===== config.mk =====
export PLATFORM = sky130hd
export DESIGN_NAME = p4_out_pkt_collector
export DESIGN_NICKNAME = d
export VERILOG_FILES = /design/src/rtl/p4_out_pkt_collector.sv
export SDC_FILE = /design/constraint.sdc
export NUM_CORES = 2
export LEC_CHECK = 0
export CAP_MARGIN = 20
export CORE_AREA = 2 2 497 499
export CTS_BUF_LIST = sky130_fd_sc_hd__clkbuf_8
export DETAILED_ROUTE_END_ITERATION = 8
export DIE_AREA = 0 0 499 501
export PLACE_DENSITY_LB_ADDON = 0.3
export SLEW_MARGIN = 25
export SYNTH_ARGS = -nofsm -noshare
export SYNTH_HDL_FRONTEND = slang
export SYNTH_SLANG_ARGS = --single-unit

===== constraint.sdc =====
create_clock -name clk -period 22.4 [get_ports clk]
set_input_delay 4.48 -clock clk [delete_from_list [all_inputs] [get_ports clk]]
set_output_delay 4.48 -clock clk [all_outputs]
set_load 0.01 [all_outputs]

===== src/rtl/p4_out_pkt_collector.sv =====
// p4_out_pkt_collector
//   Receive end of the vitis_net_p4 pipeline. Forwards the P4 output stream through a
//   1-deep register slice, pairs each packet with its metadata word and emits one
//   descriptor per packet (byte length, beat count, metadata, error flags). Also keeps
//   packet and metadata-drop statistics.
// Ports
//   clk, rst                      single rising-edge clock, synchronous active-high reset
//   s_axis_*                      input stream from the P4 IP (tdata/tkeep/tvalid/tlast/tready)
//   user_metadata_in(_valid)      metadata word with a 1-cycle push strobe (no backpressure)
//   m_axis_*                      forwarded stream, one cycle behind the accepted beat
//   desc_valid/desc_ready         descriptor handshake
//   desc_len/beats/meta/err       descriptor payload; err = {saturated, no meta, bad tkeep}
//   pkt_active                    high while inside a multi-beat packet
//   stat_pkt_count                descriptors consumed (wrapping)
//   stat_meta_drop                metadata words lost to a full FIFO (saturating)
module p4_out_pkt_collector #(
  parameter int TDATA_NUM_BYTES      = 64,
  parameter int USER_META_DATA_WIDTH = 9,
  parameter int LEN_WIDTH            = 16,
  parameter int META_FIFO_DEPTH      = 4
) (
  input  logic                            clk,
  input  logic                            rst,
  input  logic [TDATA_NUM_BYTES*8-1:0]    s_axis_tdata,
  input  logic [TDATA_NUM_BYTES-1:0]      s_axis_tkeep,
  input  logic                            s_axis_tvalid,
  input  logic                            s_axis_tlast,
  output logic                            s_axis_tready,
  input  logic [USER_META_DATA_WIDTH-1:0] user_metadata_in,
  input  logic                            user_metadata_in_valid,
  output logic [TDATA_NUM_BYTES*8-1:0]    m_axis_tdata,
  output logic [TDATA_NUM_BYTES-1:0]      m_axis_tkeep,
  output logic                            m_axis_tvalid,
  output logic                            m_axis_tlast,
  input  logic                            m_axis_tready,
  output logic                            desc_valid,
  input  logic                            desc_ready,
  output logic [LEN_WIDTH-1:0]            desc_len,
  output logic [LEN_WIDTH-1:0]            desc_beats,
  output logic [USER_META_DATA_WIDTH-1:0] desc_meta,
  output logic [2:0]                      desc_err,
  output logic                            pkt_active,
  output logic [31:0]                     stat_pkt_count,
  output logic [15:0]                     stat_meta_drop
);

  localparam int KW  = TDATA_NUM_BYTES;
  localparam int DW  = TDATA_NUM_BYTES * 8;
  localparam int MW  = USER_META_DATA_WIDTH;
  localparam int LW  = LEN_WIDTH;
  localparam int PCW = $clog2(KW + 1);
  localparam int AW  = $clog2(META_FIFO_DEPTH);

  typedef enum logic {IDLE = 1'b0, BODY = 1'b1} state_e;

  // Number of set bits in a tkeep word.
  function automatic logic [PCW-1:0] popcount(input logic [KW-1:0] k);
    logic [PCW-1:0] c;
    c = '0;
    for (int i = 0; i < KW; i++) c = c + PCW'(k[i]);
    return c;
  endfunction

  // True when tkeep has the form 2^k-1 (including all-zero and all-ones).
  function automatic logic keep_contig(input logic [KW-1:0] k);
    return ((k & (k + KW'(1))) == '0);
  endfunction

  // Saturating add; bit LW of the result flags that the sum was clamped.
  function automatic logic [LW:0] sat_add(input logic [LW-1:0] a, input logic [LW-1:0] b);
    logic [LW:0] s;
    s = {1'b0, a} + {1'b0, b};
    if (s[LW]) return {1'b1, {LW{1'b1}}};
    else       return s;
  endfunction

  state_e            state_q, state_d;
  logic              m_valid_q, m_valid_d, m_last_q, m_last_d;
  logic [DW-1:0]     m_data_q, m_data_d;
  logic [KW-1:0]     m_keep_q, m_keep_d;
  logic [LW-1:0]     len_q, len_d, beats_q, beats_d;
  logic              keep_err_q, keep_err_d, sat_err_q, sat_err_d;
  logic              desc_valid_q, desc_valid_d;
  logic [LW-1:0]     desc_len_q, desc_len_d, desc_beats_q, desc_beats_d;
  logic [MW-1:0]     desc_meta_q, desc_meta_d;
  logic [2:0]        desc_err_q, desc_err_d;
  logic [31:0]       pkt_cnt_q, pkt_cnt_d;
  logic [15:0]       drop_cnt_q, drop_cnt_d;
  logic [MW-1:0]     fifo_mem_q [META_FIFO_DEPTH];
  logic [AW-1:0]     wr_ptr_q, wr_ptr_d, rd_ptr_q, rd_ptr_d;
  logic [AW:0]       fifo_cnt_q, fifo_cnt_d;

  logic              beat_s, last_acc_s, fifo_empty_s, fifo_full_s;
  logic              pop_s, bypass_s, push_store_s, drop_s;
  logic [LW:0]       len_sum_s, beats_sum_s;

  // Input accept is blocked during reset and whenever the slice or descriptor cannot take a beat.
  assign s_axis_tready = !rst && (!m_valid_q || m_axis_tready) && (!desc_valid_q || desc_ready);
  assign beat_s        = s_axis_tvalid && s_axis_tready;
  assign last_acc_s    = beat_s && s_axis_tlast;

  assign fifo_empty_s  = (fifo_cnt_q == '0);
  assign fifo_full_s   = (fifo_cnt_q == (AW+1)'(META_FIFO_DEPTH));
  assign pop_s         = last_acc_s && !fifo_empty_s;
  // An empty FIFO at tlast hands the incoming word straight to the descriptor.
  assign bypass_s      = last_acc_s && fifo_empty_s && user_metadata_in_valid;
  assign push_store_s  = user_metadata_in_valid && !bypass_s && (!fifo_full_s || pop_s);
  assign drop_s        = user_metadata_in_valid && fifo_full_s && !pop_s;

  assign len_sum_s     = sat_add(len_q, LW'(popcount(s_axis_tkeep)));
  assign beats_sum_s   = sat_add(beats_q, LW'(1));

  // Next-state logic for FSM, slice, accumulators, descriptor, FIFO pointers and stats.
  always_comb begin
    state_d      = state_q;
    m_valid_d    = m_valid_q;
    m_last_d     = m_last_q;
    m_data_d     = m_data_q;
    m_keep_d     = m_keep_q;
    len_d        = len_q;
    beats_d      = beats_q;
    keep_err_d   = keep_err_q;
    sat_err_d    = sat_err_q;
    desc_valid_d = desc_valid_q;
    desc_len_d   = desc_len_q;
    desc_beats_d = desc_beats_q;
    desc_meta_d  = desc_meta_q;
    desc_err_d   = desc_err_q;
    pkt_cnt_d    = pkt_cnt_q;
    drop_cnt_d   = drop_cnt_q;
    wr_ptr_d     = wr_ptr_q;
    rd_ptr_d     = rd_ptr_q;
    fifo_cnt_d   = fifo_cnt_q;

    if (beat_s) begin
      m_valid_d = 1'b1;
      m_last_d  = s_axis_tlast;
      m_data_d  = s_axis_tdata;
      m_keep_d  = s_axis_tkeep;
      if (s_axis_tlast) begin
        state_d      = IDLE;
        desc_valid_d = 1'b1;
        desc_len_d   = len_sum_s[LW-1:0];
        desc_beats_d = beats_sum_s[LW-1:0];
        desc_err_d   = {sat_err_q || len_sum_s[LW] || beats_sum_s[LW],
                        fifo_empty_s && !user_metadata_in_valid,
                        keep_err_q || !keep_contig(s_axis_tkeep)};
        if (!fifo_empty_s)              desc_meta_d = fifo_mem_q[rd_ptr_q];
        else if (user_metadata_in_valid) desc_meta_d = user_metadata_in;
        else                            desc_meta_d = '0;
        len_d      = '0;
        beats_d    = '0;
        keep_err_d = 1'b0;
        sat_err_d  = 1'b0;
      end else begin
        state_d    = BODY;
        len_d      = len_sum_s[LW-1:0];
        beats_d    = beats_sum_s[LW-1:0];
        keep_err_d = keep_err_q || !keep_contig(s_axis_tkeep);
        sat_err_d  = sat_err_q || len_sum_s[LW] || beats_sum_s[LW];
      end
    end else if (m_axis_tready) begin
      m_valid_d = 1'b0;
    end else begin
      m_valid_d = m_valid_q;
    end

    if (!last_acc_s && desc_ready) desc_valid_d = 1'b0;
    else                           desc_valid_d = desc_valid_d;

    if (desc_valid_q && desc_ready) pkt_cnt_d = pkt_cnt_q + 32'd1;
    else                            pkt_cnt_d = pkt_cnt_q;

    if (drop_s && (drop_cnt_q != 16'hFFFF)) drop_cnt_d = drop_cnt_q + 16'd1;
    else                                    drop_cnt_d = drop_cnt_q;

    if (push_store_s) wr_ptr_d = wr_ptr_q + AW'(1);
    else              wr_ptr_d = wr_ptr_q;
    if (pop_s) rd_ptr_d = rd_ptr_q + AW'(1);
    else       rd_ptr_d = rd_ptr_q;

    case ({push_store_s, pop_s})
      2'b10:   fifo_cnt_d = fifo_cnt_q + (AW+1)'(1);
      2'b01:   fifo_cnt_d = fifo_cnt_q - (AW+1)'(1);
      default: fifo_cnt_d = fifo_cnt_q;
    endcase
  end

  // State registers with synchronous reset; a partial packet is discarded here.
  always_ff @(posedge clk) begin
    if (rst) begin
      state_q      <= IDLE;
      m_valid_q    <= 1'b0;
      m_last_q     <= 1'b0;
      m_data_q     <= '0;
      m_keep_q     <= '0;
      len_q        <= '0;
      beats_q      <= '0;
      keep_err_q   <= 1'b0;
      sat_err_q    <= 1'b0;
      desc_valid_q <= 1'b0;
      desc_len_q   <= '0;
      desc_beats_q <= '0;
      desc_meta_q  <= '0;
      desc_err_q   <= 3'b000;
      pkt_cnt_q    <= 32'd0;
      drop_cnt_q   <= 16'd0;
      wr_ptr_q     <= '0;
      rd_ptr_q     <= '0;
      fifo_cnt_q   <= '0;
    end else begin
      state_q      <= state_d;
      m_valid_q    <= m_valid_d;
      m_last_q     <= m_last_d;
      m_data_q     <= m_data_d;
      m_keep_q     <= m_keep_d;
      len_q        <= len_d;
      beats_q      <= beats_d;
      keep_err_q   <= keep_err_d;
      sat_err_q    <= sat_err_d;
      desc_valid_q <= desc_valid_d;
      desc_len_q   <= desc_len_d;
      desc_beats_q <= desc_beats_d;
      desc_meta_q  <= desc_meta_d;
      desc_err_q   <= desc_err_d;
      pkt_cnt_q    <= pkt_cnt_d;
      drop_cnt_q   <= drop_cnt_d;
      wr_ptr_q     <= wr_ptr_d;
      rd_ptr_q     <= rd_ptr_d;
      fifo_cnt_q   <= fifo_cnt_d;
    end
  end

  // Metadata FIFO storage.
  always_ff @(posedge clk) begin
    if (rst) begin
      for (int i = 0; i < META_FIFO_DEPTH; i++) fifo_mem_q[i] <= '0;
    end else if (push_store_s) begin
      fifo_mem_q[wr_ptr_q] <= user_metadata_in;
    end
  end

  assign m_axis_tdata   = m_data_q;
  assign m_axis_tkeep   = m_keep_q;
  assign m_axis_tvalid  = m_valid_q;
  assign m_axis_tlast   = m_last_q;
  assign desc_valid     = desc_valid_q;
  assign desc_len       = desc_len_q;
  assign desc_beats     = desc_beats_q;
  assign desc_meta      = desc_meta_q;
  assign desc_err       = desc_err_q;
  assign pkt_active     = (state_q == BODY);
  assign stat_pkt_count = pkt_cnt_q;
  assign stat_meta_drop = drop_cnt_q;

endmodule


# ---- Yosys cells after proc, flatten, opt, wreduce, memory -nomap -nowiden
# Memory sizes are Yosys's and may differ from the RTL's. A register that Yosys moved wholly into a read port is not among the register bits.
# Cells that the tools add are included.
dict set report classes {
  n_addsub 72
  eq_ne 4
  mux 22
  n_bitwise 1
  n_reduce_logical 38
}
# op n
set op_table {}
lappend op_table {{$add 7x1->7} 57}
lappend op_table {{$add 64x1->64 const B} 1}
lappend op_table {{$and 64x64->64} 1}
lappend op_table {{$logic_not 64->1} 1}
lappend op_table {{$mux 17} 2}
lappend op_table {{$add 32x1->32 const B} 1}
lappend op_table {{$mux 16} 2}
lappend op_table {{$mux 9} 3}
lappend op_table {{$add 16x1->17 const B} 1}
lappend op_table {{$add 16x7->17} 1}
lappend op_table {{$add 16x1->16 const B} 1}
lappend op_table {{$ne 16x16->1 const B} 1}
lappend op_table {{$logic_and 1x1->1} 15}
lappend op_table {{$mux 1} 11}
lappend op_table {{$logic_not 1->1} 10}
lappend op_table {{$reduce_or 9->1} 1}
lappend op_table {{$add 6x1->7} 1}
lappend op_table {{$add 5x1->6} 1}
lappend op_table {{$logic_or 1x1->1} 6}
lappend op_table {{$mux 2} 3}
lappend op_table {{$pmux 3 s2} 1}
lappend op_table {{$add 4x1->5} 1}
lappend op_table {{$add 2x1->2 const B} 2}
lappend op_table {{$add 3x1->4} 1}
lappend op_table {{11 further kinds} 12}
dict set report word_totals {
  reg_bits 713
  ram_bits 36
  inputBits 592
  output_inout_bits 673
  elab_cells 157
  n_memories 1
}
# memory depth word_bits rd rd_ports_with_merged_regs wr line
set memory_table {}
lappend memory_table {fifo_mem_q 4 9 1 1 4 89} ;# logic [MW-1:0] fifo_mem_q [META_FIFO_DEPTH];

# ---- Logic depth before layout (Yosys ltp)
dict set report depth {
  ltp_word 68
  ltp_mapped 26
}

# ---- Least setup slack after synthesis
# Ideal clock, no wire load.
dict set report synth_timing {
  path_kind {input -> register}
  startpoint {input s_axis_tkeep[35]}
  endpoint {register desc_len_q[13] (netlist: desc_len[13])}
  setup_time_ns 0.127
  t_arrival_ns 10.999
  setup_slack_ns 11.274
  stages 26
  path_buffers 3
  path_cell_list {inv_1 fa_1 inv_1 fa_1 fa_1 inv_1 fa_1 inv_1 fa_1 fa_1 fa_1 inv_1 fa_1 inv_1 fa_1 a21o_1 a21oi_1 o21ai_1 a41o_1 and2_1 clkbuf_1 and3_1 buf_2 buf_2 a22oi_1 nand3_1}
}
dict set report synth_between {
  elab_chain_len 31
}
# item line
set synth_lines {}
lappend synth_lines {{start: declaration} 25} ;# input logic [TDATA_NUM_BYTES-1:0] s_axis_tkeep,
lappend synth_lines {{$add 7x1->7 (29 in series)} 60} ;# for (int i = 0; i < KW; i++) c = c + PCW'(k[i]);
lappend synth_lines {{$add 16x7->17} 72} ;# s = {1'b0, a} + {1'b0, b};
lappend synth_lines {{$mux 17} 73} ;# if (s[LW]) return {1'b1, {LW{1'b1}}};
lappend synth_lines {{end signal: assignment} 222} ;# desc_len_q <= desc_len_d;
lappend synth_lines {{end: declaration} 84} ;# logic [LW-1:0] desc_len_q, desc_len_d, desc_beats_q, desc_beats_d;
# No other way between the ends.
# A chain may end at the register's enable or synchronous reset.

# ---- Final worst setup path
dict set report layout_timing {
  startpoint {input s_axis_tkeep[5]}
  endpoint {register len_q[13]}
}
dict set report layout_between {
  elab_chain_len 62
}
# item line
set layout_lines {}
lappend layout_lines {{$add 5x1->6} 60}
lappend layout_lines {{$add 6x1->7} 60}
lappend layout_lines {{$add 7x1->7 (57 in series)} 60}
lappend layout_lines {{$add 16x7->17} 72}
lappend layout_lines {{$mux 17} 73}
lappend layout_lines {{$mux 16} 140} ;# if (s_axis_tlast) begin
lappend layout_lines {{end signal: assignment} 217} ;# len_q <= len_d;
lappend layout_lines {{end: declaration} 81} ;# logic [LW-1:0] len_q, len_d, beats_q, beats_d;
# No other way between the ends.

==> flow_summary.yaml <==
synth:
  yosysUniqueCellTypes: 64
  ys_async_sr_fraction_pct: 0
  syn_area_sq_um: 29800
  synth-warning-count: 0
  synth_top_area_share_pct: 48.0
  ys.flop_type: "dfxtp_1"
  yosysSeqAreaShare_pct: 51.6
  ys_ff_latch: 751
  synth_nets: 4344
  synth_area_leaders: "dfxtp_1, nand2_1, a21oi_1"
  postSynthAreaPerCell_sq_um: 8.15
  synthCells: 3662
  yosys.area.top_type: "dfxtp_1"
  synth_edf_count: 36
timing:
  drv_slew: 0
  rsz0062_at_grt: "false"
  final.setup.tns_ps: 0
  period_needed_ps: 11330
  fin_crit_sh_pct: 50.6
  fmax_mhz: 88.3
  worst_slew_pin_slew_ps: 1140
  fin_ws_ps: 11070
  slew_headroom_pct: 23.9
  hold_viol_final: 0
  setup_viol: 0
  fin_skew_ps: 51.1
clock_tree:
  h-tree-depth: 4
  cts_setup_buffers: 0
  postCtsHoldBufs: 0
  clk_pin_slew_worst_paths_ps: 60
  clockBufferDepth: 3
  clkLatencyLatePin_ps: 900
  cts.sink_count: 751
  ctsRootBufferMaster: "clkbuf_8"
  cts_tree: "yes"
  cts_resized: 0
  cts_inserted_buffers: 157
placed_design:
  io_buffer_count: 1264
  gp_congestion: 0.913
  dp_cells: 7942
  dp_slack_ps: 10170
  hpwl_um: 175000
floorplan:
  fp.dieW_um: 499
  fp.dieH_um: 501
  dieArea_sq_um: 250000
  ios: 1265
  initial_core_util_pct: 12.2
  rows: 182
  core_area_sq_um: 245000
cells_and_area:
  post-route-util_pct: 20.2
  syn_to_final_growth_pct: 65.7
  drive_above_1_share_pct: 6.37
  layout.nets: 5563
  instances_no_fill: 8255
setup_path:
  r2r_slack_ps: 15560
  max_stage_delay_ps: 720
  crit_path_end_kind: "flop"
  crit_fanout: 19
  r2r-start: "len_q[0]"
  crit_family: "adder cells"
  reg2regPathDepth: 19
  crit_path_start: "s_axis_tkeep[5]"
  cp-start-kind: "primary input"
  crit_required_ps: 23230
  r2r_end: "len_q[13]"
  cp_num_buf_inv: 3
  critPathArrivalTime_ps: 12160
  slowest_stage: "clkdlybuf4s50_1"
  cp_cell_sequence: "clkdlybuf4s50_1 > inv_1 > fa_1 > fa_1 > fa_1 > fa_1 > fa_1 > fa_1 > fa_1 > fa_1 > fa_1 > inv_1 > fa_1 > a21o_1 > a21oi_1 > o21ai_1 > a41o_1 > and2_1 > and3_1 > nor3_1 > a311oi_1"
  criticalPathCategory: "in2reg"
  crit_top_cell: "fa_1"
min_path:
  hold_path_end: "m_axis_tdata[481]"
  hold_path_class: "reg2reg"
  holdPathStages: 2
  holdCritStartpoint: "m_axis_tdata[481]"
route:
  firstDrtPassIters: 6
  drt_iter0_markers: 2130
  route.vias.total: 31500
  antenna_left: 0
  drt_wl_total_um: 215000
  remaining_drc_errors: 0
  drt-vias-per-instance: 3.81
  wl_per_cell_um: 26.0
global_routing:
  grt_max_degree: 186
  track_usage_pct: 16.5
  grt_remaining_overflow: 0
  antenna_found_initial: 121
  grt_pass1_vias: 31000
  grt_first_pass_wirelength_um: 282000
status:
  status: "finished, final reports clean"
power_and_ir_drop:
  power.density_nw_per_um2: 92.0
  ir_drop_uv: 247
  finalPower_uw: 4550
  power.leakage_uw: 0.0174
flow_run:
  max_cap_violations: 0
[power breakdown]
group	leakage [uW]	total, uW	switching, uW	internal [uW]
combinational	0.00929	1480	832	648
sequential	0.00620	1460	41.3	1420
clock	0.00192	1610	710	904
[state kept, by name, summed over array words and instances (netlist names), 32 cells and up, named ones only]
signal,flops
fifo_mem_q,36
m_axis_tdata,512
m_axis_tkeep,64
stat_pkt_count,32
[cell type report]
| class | instances | area [sq um] |
|---|---|---|
| fillers | 27200 | 195000 |
| diodes | 29 | 72.6 |
| multi-input cells | 2553 | 13100 |
| repair buffers | 1302 | 13000 |
| clock inverters | 76 | 563 |
| well taps | 3220 | 4030 |
| flip-flops and latches | 751 | 15400 |
| inverters | 116 | 435 |
| clock buffers | 208 | 2860 |
[stage by stage]
| step | cell area, sq um | hold slack [ps] |
|---|---|---|
| after floorplan | 29800 | 437 |
| after global placement | 46000 | 441 |
| after detailed placement | 46000 | 446 |
| after CTS | 49400 | 453 |
| after global routing | 49400 | 467 |
| final | 49500 | 452 |
[metal layers]
metal	vias up	wire, um	GRT usage [%]
met2	1323	105000	28.7
met1	15100	81200	18.2
met3	339	22500	7.29
met5	-	468	0
met4	74	5360	4.24
li1	14600	-	-
[how the worst max path moves through the flow]
stage / endpoint / slack [ps] / cells after the start
2_1_floorplan: desc_len[13] / 11270 / 26
3_3_place_gp: len_q[13] / 10220 / 22
3_5_place_dp: len_q[13] / 10170 / 21
4_1_cts: len_q[13] / 11220 / 21
5_1_grt: len_q[13] / 10800 / 24
6_report: len_q[13] / 11070 / 21
[worst reg2reg max path, cell delays in order, from the launching register on]
cell and delay (ps):
dfxtp_1 340, inv_1 80, fa_1 620, fa_1 460, fa_1 540, fa_1 440, fa_1 500, fa_1 510
fa_1 420, fa_1 400, inv_1 80, fa_1 190, a21o_1 120, a21oi_1 100, o21ai_1 200, a41o_1 310
and2_1 310, and3_1 650, nor3_1 140, a311oi_1 320
[cell usage in the layout, fill, tap and decap left out, types with 8 or more instances in the layout]
cell	synthesis	routed
xor2_1	32	32
nor4_1	8	8
edfxtp_1	36	36
or3_1	14	14
a311oi_1	10	10
a31oi_1	20	20
and3_1	22	22
inv_1	115	150
ha_1	33	33
mux4_2	9	9
fa_1	57	57
clkinv_2	0	21
o21ai_0	51	51
a21oi_1	662	662
dfxtp_1	715	715
clkbuf_8	0	208
xnor2_1	32	32
nand4_1	34	34
nor3_1	28	28
and2_1	30	29
buf_4	0	36
nor2_1	110	110
nand3_1	72	72
diode_2	0	29
a22oi_1	8	8
clkdlybuf4s50_1	0	1263
nand2_1	1247	1246
[cell usage after synthesis, types with 6 or more instances]
library cell  number
ha_1              33
xnor2_1           32
o21ai_0           51
nor2_1           110
xor2_1            32
or3_1             14
buf_1             10
a31oi_1           20
mux4_2             9
nand4_1           34
a311oi_1          10
dfxtp_1          715
edfxtp_1          36
a21oi_1          662
and2_1            30
fa_1              57
nor3_1            28
nand3_1           72
inv_1            115
and3_1            22
o31ai_1            6
nor4_1             8
nand2_1         1247
clkbuf_1         227
a22oi_1            8
[kinds of logic after synthesis]
logic type,Yosys count,synth area share (%)
buffers and inverters,358,4.52
AND/OR/NAND/NOR,1589,21.8
AO/OA/AOI/OAI,799,14.2
flip-flops,751,51.6
multiplexers,11,0.746
XOR/XNOR,64,1.88
adder cells (fa/ha/maj),90,5.21
(Power assumes the default switching activity.)
